### src/rtl/timer_ctrl_if.sv
// Button-pulse inputs and display/status outputs of the countdown timer.
// The DUT attaches through the slave modport; the driver of the buttons uses master.
interface timer_ctrl_if;
    logic       min_rise;
    logic       sec_rise;
    logic       start_rise;
    logic       clear_rise;
    logic [6:0] minutes;
    logic [5:0] seconds;
    logic       running;
    logic       alarm;
    logic       sec_tick;

    modport slave (
        input  min_rise, sec_rise, start_rise, clear_rise,
        output minutes, seconds, running, alarm, sec_tick
    );

    modport master (
        output min_rise, sec_rise, start_rise, clear_rise,
        input  minutes, seconds, running, alarm, sec_tick
    );
endinterface

### src/rtl/timer_ctrl.sv
// Minutes/seconds countdown timer: SET / RUN / PAUSE / ALARM with registered outputs.
// Define TIMER_CTRL_ALARM_TIMEOUT_EN to make ALARM clear itself after ALARM_SECS seconds.
module timer_ctrl #(
    parameter int unsigned TICKS_PER_SEC = 100000000,
    parameter int unsigned ALARM_SECS    = 30
) (
    input  logic         clk,
    input  logic         rst,
    timer_ctrl_if.slave  bus
);
    localparam logic [1:0] ST_SET   = 2'd0;
    localparam logic [1:0] ST_RUN   = 2'd1;
    localparam logic [1:0] ST_PAUSE = 2'd2;
    localparam logic [1:0] ST_ALARM = 2'd3;

    localparam int unsigned   PW      = $clog2(TICKS_PER_SEC);
    localparam logic [PW-1:0] PRE_MAX = PW'(TICKS_PER_SEC - 1);

    if (TICKS_PER_SEC < 2 || ALARM_SECS < 1) begin : g_param_check
        $error("timer_ctrl: TICKS_PER_SEC must be >= 2 and ALARM_SECS >= 1");
    end

    logic [1:0]    state_q, state_d;
    logic [6:0]    min_q, min_d;
    logic [5:0]    sec_q, sec_d;
    logic [PW-1:0] pre_q, pre_d;
    logic          tick_q, tick_d;
    logic          running_q, running_d;
    logic          alarm_q, alarm_d;
    logic          pre_wrap_s;
    logic          time_zero_s;
    logic          last_sec_s;
`ifdef TIMER_CTRL_ALARM_TIMEOUT_EN
    localparam int unsigned    ACW      = $clog2(ALARM_SECS + 1);
    localparam logic [ACW-1:0] ACNT_MAX = ACW'(ALARM_SECS - 1);
    logic [ACW-1:0] acnt_q, acnt_d;
`endif

    assign pre_wrap_s  = (pre_q == PRE_MAX);
    assign time_zero_s = (min_q == 7'd0) && (sec_q == 6'd0);
    assign last_sec_s  = (min_q == 7'd0) && (sec_q == 6'd1);

    // Next-state: clear beats start, start beats the set buttons; decrement happens before pause.
    always_comb begin
        state_d = state_q;
        min_d   = min_q;
        sec_d   = sec_q;
        pre_d   = pre_q;
        tick_d  = 1'b0;
`ifdef TIMER_CTRL_ALARM_TIMEOUT_EN
        acnt_d  = acnt_q;
`endif
        if (bus.clear_rise) begin
            state_d = ST_SET;
            min_d   = 7'd0;
            sec_d   = 6'd0;
            pre_d   = '0;
`ifdef TIMER_CTRL_ALARM_TIMEOUT_EN
            acnt_d  = '0;
`endif
        end else begin
            case (state_q)
                ST_SET: begin
                    if (bus.start_rise) begin
                        if (!time_zero_s) begin
                            state_d = ST_RUN;
                            pre_d   = '0;
                        end else begin
                            state_d = ST_SET;
                        end
                    end else begin
                        if (bus.min_rise) begin
                            min_d = (min_q == 7'd99) ? 7'd0 : min_q + 7'd1;
                        end else begin
                            min_d = min_q;
                        end
                        if (bus.sec_rise) begin
                            sec_d = (sec_q == 6'd59) ? 6'd0 : sec_q + 6'd1;
                        end else begin
                            sec_d = sec_q;
                        end
                    end
                end
                ST_RUN: begin
                    if (pre_wrap_s) begin
                        pre_d  = '0;
                        tick_d = 1'b1;
                        if (sec_q != 6'd0) begin
                            sec_d = sec_q - 6'd1;
                        end else begin
                            min_d = min_q - 7'd1;
                            sec_d = 6'd59;
                        end
                        if (last_sec_s) begin
                            state_d = ST_ALARM;
`ifdef TIMER_CTRL_ALARM_TIMEOUT_EN
                            acnt_d  = '0;
`endif
                        end else if (bus.start_rise) begin
                            state_d = ST_PAUSE;
                        end else begin
                            state_d = ST_RUN;
                        end
                    end else if (bus.start_rise) begin
                        // prescaler is frozen so the partial second resumes where it left off
                        state_d = ST_PAUSE;
                    end else begin
                        pre_d = pre_q + PW'(1'b1);
                    end
                end
                ST_PAUSE: begin
                    if (bus.start_rise) begin
                        state_d = ST_RUN;
                    end else begin
                        state_d = ST_PAUSE;
                    end
                end
                ST_ALARM: begin
                    if (bus.start_rise) begin
                        state_d = ST_SET;
                        pre_d   = '0;
`ifdef TIMER_CTRL_ALARM_TIMEOUT_EN
                        acnt_d  = '0;
`endif
                    end else begin
`ifdef TIMER_CTRL_ALARM_TIMEOUT_EN
                        if (pre_wrap_s) begin
                            pre_d = '0;
                            if (acnt_q == ACNT_MAX) begin
                                state_d = ST_SET;
                                acnt_d  = '0;
                            end else begin
                                acnt_d = acnt_q + ACW'(1'b1);
                            end
                        end else begin
                            pre_d = pre_q + PW'(1'b1);
                        end
`else
                        state_d = ST_ALARM;
`endif
                    end
                end
                default: begin
                    state_d = ST_SET;
                end
            endcase
        end
        running_d = (state_d == ST_RUN);
        alarm_d   = (state_d == ST_ALARM);
    end

    // State, time and output registers with asynchronous reset.
    always_ff @(posedge clk or posedge rst) begin
        if (rst) begin
            state_q   <= ST_SET;
            min_q     <= 7'd0;
            sec_q     <= 6'd0;
            pre_q     <= '0;
            tick_q    <= 1'b0;
            running_q <= 1'b0;
            alarm_q   <= 1'b0;
`ifdef TIMER_CTRL_ALARM_TIMEOUT_EN
            acnt_q    <= '0;
`endif
        end else begin
            state_q   <= state_d;
            min_q     <= min_d;
            sec_q     <= sec_d;
            pre_q     <= pre_d;
            tick_q    <= tick_d;
            running_q <= running_d;
            alarm_q   <= alarm_d;
`ifdef TIMER_CTRL_ALARM_TIMEOUT_EN
            acnt_q    <= acnt_d;
`endif
        end
    end

    assign bus.minutes  = min_q;
    assign bus.seconds  = sec_q;
    assign bus.running  = running_q;
    assign bus.alarm    = alarm_q;
    assign bus.sec_tick = tick_q;
endmodule

### src/flat_wrapper.sv
// flat-port wrapper written by rule: the top's interface ports become plain ports
module timer_ctrl_flat 
#(
    parameter int unsigned TICKS_PER_SEC = 100000000,
    parameter int unsigned ALARM_SECS    = 30
)
  (clk, rst, bus_min_rise, bus_sec_rise, bus_start_rise, bus_clear_rise, bus_minutes, bus_seconds, bus_running, bus_alarm, bus_sec_tick);
  timer_ctrl_if bus_i ();
  input  logic clk;
  input  logic rst;
  input wire logic [$bits(bus_i.min_rise)-1:0] bus_min_rise;
  input wire logic [$bits(bus_i.sec_rise)-1:0] bus_sec_rise;
  input wire logic [$bits(bus_i.start_rise)-1:0] bus_start_rise;
  input wire logic [$bits(bus_i.clear_rise)-1:0] bus_clear_rise;
  output wire logic [$bits(bus_i.minutes)-1:0] bus_minutes;
  output wire logic [$bits(bus_i.seconds)-1:0] bus_seconds;
  output wire logic [$bits(bus_i.running)-1:0] bus_running;
  output wire logic [$bits(bus_i.alarm)-1:0] bus_alarm;
  output wire logic [$bits(bus_i.sec_tick)-1:0] bus_sec_tick;
  assign bus_i.min_rise = bus_min_rise;
  assign bus_i.sec_rise = bus_sec_rise;
  assign bus_i.start_rise = bus_start_rise;
  assign bus_i.clear_rise = bus_clear_rise;
  assign bus_minutes = bus_i.minutes;
  assign bus_seconds = bus_i.seconds;
  assign bus_running = bus_i.running;
  assign bus_alarm = bus_i.alarm;
  assign bus_sec_tick = bus_i.sec_tick;
  timer_ctrl #(.TICKS_PER_SEC(TICKS_PER_SEC), .ALARM_SECS(ALARM_SECS)) u_core (.clk(clk), .rst(rst), .bus(bus_i));
endmodule
### config.mk
export PLATFORM = sky130hd
export DESIGN_NAME = timer_ctrl_flat
export DESIGN_NICKNAME = d
export VERILOG_FILES = /design/src/rtl/timer_ctrl_if.sv /design/src/rtl/timer_ctrl.sv /design/src/flat_wrapper.sv
export SDC_FILE = /design/constraint.sdc
export NUM_CORES = 1
export LEC_CHECK = 0
export ABC_AREA = 1
export CORE_ASPECT_RATIO = 0.9
export CORE_MARGIN = 2
export CORE_UTILIZATION = 50
export DETAILED_ROUTE_END_ITERATION = 10
export PLACE_DENSITY = 0.79
export REMOVE_ABC_BUFFERS = 1
export SYNTH_ARGS = -nofsm -noshare
export SYNTH_HDL_FRONTEND = slang
export SYNTH_SLANG_ARGS = --single-unit
### constraint.sdc
create_clock -name clk -period 2 [get_ports clk]
set_clock_uncertainty 0.1 [all_clocks]
set_input_delay 0.4 -clock clk [delete_from_list [all_inputs] [get_ports clk]]
set_output_delay 0.4 -clock clk [all_outputs]
set_load 0.02 [all_outputs]
Word-level counts from Yosys, hierarchy flattened. Index checks and enable logic that the tools add are counted.

Flip-flop bits (word level): 45. Bits in latches: 0. RAM bits: 0. ROM bits: 0. Bits of input ports: 6. Output and inout bits: 16. Logic and storage cells: 75. Memories kept: 0.

Add/sub/neg operators: 5. Multiply operators: 0. Divide/modulo/power cells: 0. Magnitude comparators: 0. Equal/unequal tests: 18. Shift operators: 0. Mux-type cells: 34. Bitwise gates (word level): 0. Reductions and logical operators: 11.

Operators with widths (count): 2-to-1 mux 27 bit (6); one-hot mux 27 bit (3 select lines) (1); 2-to-1 mux 7 bit (6); 2-to-1 mux 6 bit (6); adder 27 x 1 -> 27 bit, second input constant (1); equality test 27 bit, second input constant (1); != test 3 bit, second input constant (7); 2-to-1 mux 2 bit (8); one-hot mux 7 bit (2 select lines) (1); one-hot mux 6 bit (2 select lines) (1); AND reduction 5 bit (2); one-hot mux 2 bit (4 select lines) (1); adder 7 x 1 -> 7 bit, second input constant (1); equality test 7 bit, second input constant (1); zero test 7 bit (1); subtractor 7 x 1 -> 7 bit, second input constant (1); adder 6 x 1 -> 6 bit, second input constant (1); equality test 2 bit, second input constant (3); equality test 6 x 1 -> 1 bit, second input constant (1); equality test 6 bit, second input constant (1); zero test 6 bit (1); nonzero test 6 bit (1); subtractor 6 x 1 -> 6 bit, second input constant (1); equality test 2 x 1 -> 1 bit, second input constant (2); 8 further kinds (12).

Longest topological paths before layout. Gate-level depths: netlist of the first run.

Depth after elaboration: 7. Gate-level depth with buffers: 12. Mapped depth without buffers: 11.

Worst setup path after synthesis of the first run. No wires, ideal clock.

Path kind: register to register. Start: reg u_core.min_q[0], in the netlist u_core.bus.minutes[0]. End: reg u_core.pre_q[24]. Library setup time: 0.126 ns. Arrival: 1.598 ns. Data required time: 1.774 ns. Slack: 0.175 ns. Cell stages (with the launch flop): 12. Path buffers: 1. Clock period less this slack: 1.825 ns. Cell sequence: dfrtp_1 -> inv_1 -> ha_1 -> nand2_1 -> nor2_1 -> nand2_1 -> nand2_1 -> o21ai_2 -> nand2_4 -> buf_4 -> nand2_1 -> o21ai_0.

Word-level cells in the longest chain between the ends: 4.

Ends and longest elaborated chain: from (decl) (RTL line timer_ctrl.sv:24) `logic [6:0] min_q, min_d;`; from (signal assigned) (RTL line timer_ctrl.sv:167) `min_q <= min_d;`; zero test 7 bit (RTL line timer_ctrl.sv:40) `assign time_zero_s = (min_q == 7'd0) && (sec_q == 6'd0);`; logical AND 1 bit (RTL line timer_ctrl.sv:40); != test 3 bit (no source line); AND reduction 5 bit (no source line); to (signal assigned) (RTL line timer_ctrl.sv:169) `pre_q <= pre_d;`; to (decl) (RTL line timer_ctrl.sv:26) `logic [PW-1:0] pre_q, pre_d;`.

No other way between the ends. A chain may end at the register's enable or synchronous reset.

Worst setup path after layout of the first run.
Start: reg u_core.sec_q[3], in the netlist u_core.bus.seconds[3]. End: out bus_seconds[3].

RTL lines: from (decl) (RTL line timer_ctrl.sv:25) `logic [5:0] sec_q, sec_d;`; from (signal assigned) (RTL line timer_ctrl.sv:157) `sec_q <= 6'd0;`; from (signal assigned) (RTL line timer_ctrl.sv:168) `sec_q <= sec_d;`; to (decl) (RTL line flat_wrapper.sv:16) `output wire logic [$bits(bus_i.seconds)-1:0] bus_seconds;`.

No word-level cell between the ends.

==> run_results.csv, run 1 <==
group,metric,value,unit
drt,drtPass1Iterations,6,
worst_setup_path,critical_path.max_fanout,7,
worst_setup_path,start_kind,"register",
floorplan,start_util,0.524,
floorplan,core_area,6660,um^2
power,total_power,3860,uW
place,post-dp-hpwl,6350,um
global_route,top_usage_layer,"met2",
clock_network,clock_sinks,45,
synthesis,yosys_warnings,0,
global_route,use_met2,0.380,
place,routabilityCongestion,0.951,
place,dp_slack,-0.00839,ns
worst_setup_path,cp.buffers_inverters,1,
synthesis,synthDistinctLibCells,35,
drt,avgViaCountPerCell,5.33,
worst_setup_path,critical_path.max_stage_delay,0.65,ns
run,drv_cap,0,
timing,timing.final.crit_share,0.965,
timing,timing.fmax,518,MHz
final_layout,area_delta_synth_final,17.9,%
floorplan,die_w,92.1,um
timing,slew_violations,0,
global_route,grt_usage,0.237,
min_path,hold_class,"in -> async",
worst_setup_path,cp_cell_sequence,"clkdlybuf4s50_1",
synthesis,yosys.area.top_type,"dfrtp_1",
clock_network,clk_pin_slew,0.09,ns
clock_network,htreeDepth,2,
outcome,status,"complete, no violations",
global_route,use_met3,0.0336,
drt,drc,0,
clock_network,root_buffer,"clkbuf_8",
synthesis,synth_area_leaders,"dfrtp_1 (32%), nand2_1 (21%), nor2_1 (8.9%)",
clock_network,clock_path_buffers,2,
timing,period_minus_slack,1.93,ns
timing,hold_viol,0,
synthesis,syn-cell-area,3490,um^2
worst_setup_path,worstPathArrival,1.43,ns
final_layout,insertedDiodeCount,0,
timing,relSlewSlack,0.808,
synthesis,synth_async_sr_flop_share,1.00,
place,io_buffers,21,
worst_setup_path,critPathTopFamily,"buffers and inverters",
floorplan,std_cell_rows,28,
timing,setup_tns,0,ns
synthesis,syn_inst,539,
global_route,overflow,0,
clock_network,hold_buffers,0,
global_route,antenna_found_initial,0,
synthesis,yosysMostFrequentCell,"nand2_1",
drt,postRouteAntennaNets,0,
floorplan,ioPinCount,22,
synthesis,synth.ff_latch_count,45,
synthesis,synth_common_cells,"nand2_1 (199), nor2_1 (83), dfrtp_1 (45)",
global_route,grt_max_degree,46,
synthesis,ys_seq_area_frac,0.323,
clock_network,cts_tree,"done",
final_layout,drive_above_1_share,0.121,
power,cellPowerDensity,937,nW/um^2
floorplan,fp.dieArea,7660,um^2
floorplan,dieHeight,83.3,um
synthesis,synth_top_area_share,0.323,
drt,wire_per_inst,12.7,um
global_route,grt_pass1_vias,3274,
power,ir_drop,722,uV
synthesis,synthFlopType,"dfrtp_1",
drt,vias,3602,
worst_setup_path,cp-end-kind,"output port",
drt,drt-total-wl,8600,um
synthesis,syn_avg_cell_area,6.47,um^2
clock_network,clk_latency,0.29,ns
final_layout,fin_cells,676,
timing,fin_ws,0.0708,ns
clock_network,cts_made_buffers,5,
final_layout,nNetsFinal,598,
worst_setup_path,path_class,"reg -> out",
drt,drt_iter0_drc,301,
timing,setup-violations-final,0,
worst_setup_path,cpMaxStageDelayCell,"clkdlybuf4s50_1",
timing,worst_pin_slew,0.287,ns
power,p_leak,0.00190,uW
worst_setup_path,cp_data_required_time,1.50,ns
synthesis,synth_edf_count,0,
global_route,met1_usage,0.339,
global_route,grt_pass1_wl,15000,um
place,dp.cells,664,
timing,rsz0062_at_grt,"false",
-- kinds of logic (layout without fill, tap and decap cells) --
| logic type | Yosys count | after routing | synth area share |
|---|---|---|---|
| buffers and inverters | 62 | 109 | 0.0800 |
| adder cells (fa/ha/maj) | 7 | 7 | 0.0251 |
| flip-flops | 45 | 45 | 0.323 |
| XOR/XNOR | 19 | 19 | 0.0477 |
| AND/OR/NAND/NOR | 362 | 362 | 0.449 |
| AO/OA/AOI/OAI | 44 | 44 | 0.0757 |
-- final cells by class --
cell class	count	area (um^2)
well taps	90	113
clock inverters	1	30.0
flip-flops and latches	45	1130
clock buffers	7	86.3
inverters	48	180
multi-input cells	432	2090
fillers	613	2540
repair buffers	53	482
-- cells in the final DEF, fill, tap and decap left out, drive strengths merged, types with 8 or more instances in the layout --
master and instances:
nand2 204, nor2 91, nand3 48, inv 48, dfrtp 45, buf 32, o21ai 25, clkdlybuf4s50 20
xor2 11, a21oi 11, nand4 9, xnor2 8
-- path summary, 6_finish.rpt --
path                                       start               endpoint  slack (ns)  cells after the start
setup / recovery           u_core.bus.seconds[3]         bus_seconds[3]        0.07                      1
hold / removal                               rst  u_core.bus.seconds[5]        0.35                      3
setup reg to reg                 u_core.pre_q[0]  u_core.bus.seconds[0]        0.14                     11
hold reg to reg                 u_core.pre_q[13]       u_core.pre_q[13]        0.45                      2
max in group asynchronous                    rst  u_core.bus.minutes[5]        1.20                      3
min in group clk                u_core.pre_q[13]       u_core.pre_q[13]        0.45                      2
-- per-layer routing --
metal / share of wire / vias to the layer above / wire (um)
met2: 0.46 / 127 / 3970
met4: 0.010 / 0 / 87
met1: 0.47 / 1676 / 4010
met3: 0.061 / 6 / 526
li1: - / 1793 / -
met5: 0 / - / 0
-- repair_timing --
action / 4_1_cts / 5_1_grt
resized for setup: 0 / 8
endpoints found under the setup margin: 0 / 32
hold endpoints to repair: 0 / 0
buffers inserted: 0 / 4
-- report_power, final --
group / switching [uW] / total, uW / internal [uW]
Sequential: 158 / 1190 / 1040
Combinational: 1140 / 1950 / 806
Clock: 308 / 715 / 408
Total: 1610 / 3860 / 2250
-- tightest hold or removal path, delay by kind of cell --
| kind | cells | cell delay [ns] |
|---|---|---|
| buffers and inverters | 3 | 0.73 |
-- per-stage QoR --
stage           util  instance area (um^2)  hold slack, ns
3_5_place_dp   0.593                  3950           0.410
2_1_floorplan      -                  3390           0.384
3_3_place_gp   0.593                  3950           0.405
4_1_cts        0.611                  4070           0.369
5_1_grt        0.618                  4110           0.389
6_report       0.618                  4110           0.347
-- state kept, by name, summed over array words and instances (netlist names) --
| signal | flops |
|---|---|
| u_core.state_q | 2 |
| u_core.pre_q | 27 |
| u_core.bus.sec_tick | 1 |
| u_core.bus.minutes | 7 |
| u_core.bus.seconds | 6 |
| u_core.bus.alarm | 1 |
| u_core.bus.running | 1 |
No activity file was read; power rests on OpenSTA's default activity.
==> inputs of run 2 (changes only) <==
- CORE_MARGIN: 2 -> unset
- clock period: 2 -> 2.1 ns (I/O delays scaled with it)
==> run 2 against run 1 <==
Register-to-register slack gained 0.03 ns. Die area shrank 4.5%. Final cell count shrank 2.1%. Power shrank 6.3%. First-iteration DRC count shrank 3.3%. Setup slack gained 0.012 ns. Flip-flop and latch count is the same. Routed wire length shrank 0.81%.
==> run_results.csv, run 2 (synthesis gave the netlist of run 1 again) <==
group,metric,value,unit
drt,drc,0,
final_layout,fin_util,0.605,
clock_network,clk_pin_slew,0.09,ns
outcome,status,"complete, no violations",
worst_setup_path,path_class,"reg -> out",
worst_setup_path,worstPathArrival,1.50,ns
worst_setup_path,r2r_start,"u_core.bus.seconds[1]",
drt,drt-total-wl,8530,um
worst_setup_path,cp.buffers_inverters,1,
final_layout,fillers,602,
worst_setup_path,start_kind,"register",
place,routabilityCongestion,0.967,
place,dp.cells,653,
timing,slew_violations,0,
floorplan,fp.dieArea,7320,um^2
final_layout,mostFrequentLayoutCells,"nand2_1 (199), nor2_1 (83), dfrtp_1 (45)",
timing,hold_viol,0,
clock_network,clock_path_buffers,2,
timing,rsz0062_at_grt,"false",
timing,timing.fmax,496,MHz
global_route,grt_pass1_wl,14600,um
power,cellPowerDensity,897,nW/um^2
drt,postRouteAntennaNets,0,
final_layout,area_delta_synth_final,15.5,%
clock_network,clock_sinks,45,
final_layout,insertedDiodeCount,0,
timing,setup-violations-final,0,
min_path,hold_class,"in -> async",
worst_setup_path,cp-end-kind,"output port",
floorplan,std_cell_rows,28,
timing,relSlewSlack,0.760,
worst_setup_path,cp_cell_sequence,"clkdlybuf4s50_1",
timing,fin_ws,0.0829,ns
final_layout,largest_register_ffs,27,
drt,drtPass1Iterations,5,
final_layout,fin_area,4030,um^2
floorplan,start_util,0.524,
floorplan,ioPinCount,22,
clock_network,root_buffer,"clkbuf_8",
global_route,antenna_found_initial,0,
floorplan,die_w,90.1,um
final_layout,largest-register,"u_core.pre_q",
worst_setup_path,cpMaxStageDelayCell,"clkdlybuf4s50_1",
power,p_leak,0.00183,uW
floorplan,core_area,6660,um^2
run,drv_cap,0,
drt,vias,3453,
timing,period_minus_slack,2.02,ns
timing,worst_pin_slew,0.358,ns
timing,setup_tns,0,ns
place,post-dp-hpwl,6200,um
worst_setup_path,worstReg2RegEnd,"u_core.pre_q[11]",
power,ir_drop,472,uV
drt,avgViaCountPerCell,5.22,
global_route,overflow,0,
worst_setup_path,critPathTopFamily,"buffers and inverters",
global_route,grt_usage,0.248,
worst_setup_path,cp_data_required_time,1.58,ns
final_layout,drive_above_1_share,0.0962,
final_layout,fin_cells,662,
worst_setup_path,reg2reg_slack,0.17,ns
final_layout,layout_commonest_cell,"nand2_1",
clock_network,clk_latency,0.31,ns
place,io_buffers,21,
worst_setup_path,critical_path.max_fanout,8,
timing,timing.final.crit_share,0.961,
global_route,grt_pass1_vias,3121,
floorplan,dieHeight,81.3,um
clock_network,cts_made_buffers,5,
clock_network,htreeDepth,2,
global_route,grt_max_degree,46,
final_layout,nNetsFinal,584,
place,postPlaceCellArea,3890,um^2
place,dp_slack,0.0338,ns
worst_setup_path,critical_path.max_stage_delay,0.68,ns
drt,wire_per_inst,12.9,um
clock_network,cts_tree,"done",
drt,drt_iter0_drc,291,
worst_setup_path,r2r_cells,12,
==> run 2: changes by cell type in the layout (fill, tap and decap cells not counted), sizes merged <==
cell,previous run,this run
buf,32,18
clkbuf,7,6
clkdlybuf4s50,20,21
clkinvlp,0,1
dlymetal6s2s,1,0
==> run 2: worst max-delay path by stage <==
stage / start / end / cells after the start
after floorplan: u_core.bus.minutes[0] / u_core.pre_q[10] / 11
after global placement: bus_start_rise / u_core.pre_q[24] / 8
after detailed placement: bus_start_rise / u_core.pre_q[24] / 8
after CTS: u_core.bus.minutes[2] / bus_minutes[2] / 1
after global routing: u_core.bus.seconds[1] / u_core.pre_q[2] / 12
final: u_core.bus.minutes[2] / bus_minutes[2] / 1
==> run 2: timing repair <==
action                     4_1_cts  5_1_grt
buffers inserted                 0        1
setup endpoints to repair        0       20
hold buffers                     0        0
gates resized for setup          0        3
==> run 2: per-layer routing <==
layer | wire [um] | vias to the layer above | GRT usage
li1 | - | 1757 | -
met1 | 4250 | 1590 | 0.345
met2 | 3790 | 94 | 0.409
met3 | 393 | 12 | 0.0375
met4 | 90 | 0 | 0.0597
met5 | 0 | - | 0
==> run 2: final cells by class <==
class | instances | area [um^2] | share of cell area
inverter | 48 | 180 | 0.0447
tap | 90 | 113 | 0.0279
clock buffer | 6 | 82.6 | 0.0205
clock inverter | 2 | 37.5 | 0.00931
multi-input combinational | 432 | 2090 | 0.519
sequential | 45 | 1130 | 0.279
timing repair buffer | 39 | 399 | 0.0990
==> run 2: stage by stage <==
stage | hold slack, ns | total power [uW]
2_1_floorplan | 0.384 | 2250
3_3_place_gp | 0.410 | 2840
3_5_place_dp | 0.424 | 2890
4_1_cts | 0.381 | 3580
5_1_grt | 0.379 | 3880
6_report | 0.350 | 3610
==> run 2: power by group <==
group	total (uW)	switching [uW]	internal, uW	leakage [uW]
clock network	701	314	387	0.0000574
logic	1720	1030	693	0.00116
registers	1190	209	982	0.000615
total	3610	1550	2060	0.00183
==> inputs of run 3 (changes only) <==
- PLACE_DENSITY: 0.79 -> unset
- PLACE_DENSITY_LB_ADDON: unset -> 0.15
- SLEW_MARGIN: unset -> 10
==> run 3 against run 2 <==
Die area is the same. Count of clock-buffer cells in the layout shrank 1. Clock power grew 11%. Routed wire length shrank 0.93%. Worst hold slack gained 0.025 ns. Combinational power shrank 3%. Via count is essentially flat. Setup slack lost 0.0031 ns. First-iteration DRC count shrank 16%.
==> run_results.csv, run 3 (synthesis gave the netlist of run 1 again) <==
group,metric,value,unit
drt,drt-total-wl,8450,um
place,io_buffers,21,
drt,drt_iter0_drc,244,
clock_network,root_buffer,"clkbuf_8",
global_route,grt_usage,0.251,
global_route,grt_pass1_wl,14900,um
worst_setup_path,worstSetupStartpoint,"u_core.bus.minutes[2]",
drt,postRouteAntennaNets,0,
place,routabilityCongestion,0.960,
final_layout,ff_latch_area,1130,um^2
drt,drc,0,
final_layout,insertedDiodeCount,0,
timing,relSlewSlack,0.786,
run,drv_cap,0,
drt,drtPass1Iterations,5,
timing,slew_violations,0,
worst_setup_path,cp.buffers_inverters,1,
timing,setup_tns,0,ns
global_route,grt_pass1_vias,3099,
floorplan,start_util,0.524,
clock_network,clock_path_buffers,2,
worst_setup_path,reg2reg_slack,0.13,ns
worst_setup_path,worstReg2RegEnd,"u_core.pre_q[21]",
final_layout,fin_area,4020,um^2
clock_network,htreeDepth,2,
place,postPlaceCellArea,3870,um^2
place,post-dp-hpwl,6220,um
worst_setup_path,critical_path.max_stage_delay,0.67,ns
floorplan,fp.dieArea,7320,um^2
timing,fin_ws,0.0798,ns
global_route,grt_max_degree,46,
timing,period_minus_slack,2.02,ns
final_layout,layout_commonest_cell,"nand2_1",
timing,timing.final.crit_share,0.962,
clock_network,cts_tree,"done",
min_path,hold_class,"in -> async",
outcome,status,"complete, no violations",
timing,hold_viol,0,
clock_network,clk_latency,0.30,ns
final_layout,largest_register_ffs,27,
global_route,antenna_found_initial,0,
worst_setup_path,cp_data_required_time,1.58,ns
final_layout,nNetsFinal,582,
floorplan,std_cell_rows,28,
worst_setup_path,cp-end-kind,"output port",
final_layout,multiInputGateArea,2090,um^2
timing,whs,0.375,ns
drt,wire_per_inst,12.8,um
final_layout,fillers,651,
power,cellPowerDensity,905,nW/um^2
final_layout,drive_above_1_share,0.0930,
worst_setup_path,critical_path.max_fanout,8,
clock_network,clk_pin_slew,0.09,ns
timing,timing.fmax,495,MHz
power,p_leak,0.00183,uW
floorplan,die_w,90.1,um
timing,worst_pin_slew,0.322,ns
power,ir_drop,510,uV
floorplan,dieHeight,81.3,um
drt,vias,3454,
clock_network,clock_sinks,45,
clock_network,cts_made_buffers,5,
timing,setup-violations-final,0,
worst_setup_path,path_class,"reg -> out",
worst_setup_path,r2r_start,"u_core.pre_q[1]",
place,dp_slack,0.101,ns
final_layout,mostFrequentLayoutCells,"nand2_1 (199), nor2_1 (83), dfrtp_1 (45)",
final_layout,largest-register,"u_core.pre_q",
worst_setup_path,cp_cell_sequence,"clkdlybuf4s50_1",
floorplan,core_area,6660,um^2
drt,avgViaCountPerCell,5.23,
worst_setup_path,r2r_cells,11,
worst_setup_path,cpMaxStageDelayCell,"clkdlybuf4s50_1",
worst_setup_path,critPathTopFamily,"buffers and inverters",
worst_setup_path,start_kind,"register",
floorplan,ioPinCount,22,
worst_setup_path,worstPathArrival,1.50,ns
timing,rsz0062_at_grt,"false",
global_route,overflow,0,
final_layout,area_delta_synth_final,15.2,%
[run 3: per-stage QoR]
| stage | std cells | total power, uW | util |
|---|---|---|---|
| after floorplan | 525 | 2250 | - |
| after global placement | 650 | 2820 | 0.581 |
| after detailed placement | 650 | 2850 | 0.581 |
| after CTS | 658 | 3650 | 0.601 |
| after global routing | 660 | 3930 | 0.604 |
| final | 660 | 3640 | 0.604 |
[run 3: report_power, final]
part           total [uW]  switching (uW)  internal (uW)
logic                1670             989            678
registers            1200             214            982
clock network         775             302            473
total                3640            1500           2130
[run 3: layout make-up]
type / count / share of cell area
multi-input combinational: 432 / 0.519
sequential: 45 / 0.280
timing repair buffer: 37 / 0.0946
inverter: 48 / 0.0448
tap: 90 / 0.0280
clock buffer: 5 / 0.0171
clock inverter: 3 / 0.0162
[run 3: per-layer routing]
layer  up-vias  track usage  wire [um]
li1       1755            -          -
met1      1596        0.365       4230
met2        95        0.400       3710
met3         8       0.0375        436
met4         0       0.0468         78
met5         -            0          0
[run 3: how the worst max path moves through the flow]
stage                                  to  slack, ns  cells after the start
global route        u_core.bus.seconds[5]      0.008                     10
floorplan                u_core.pre_q[10]       0.14                     11
detailed placement  u_core.bus.seconds[5]       0.10                      6
finish                     bus_minutes[2]       0.08                      1
global placement    u_core.bus.seconds[1]       0.11                      6
CTS                        bus_minutes[2]       0.06                      1
[run 3: worst min-delay path, stage by stage]
cell	delay, ns
clkdlybuf4s50_1	0.42
inv_2	0.07
buf_12	0.24
[run 3: timing repair]
action | 4_1_cts | 5_1_grt
buffers inserted | 0 | 2
hold endpoints to repair | 0 | 0
hold buffers | 0 | 0
resized for setup | 0 | 1
endpoints found under the setup margin | 0 | 8
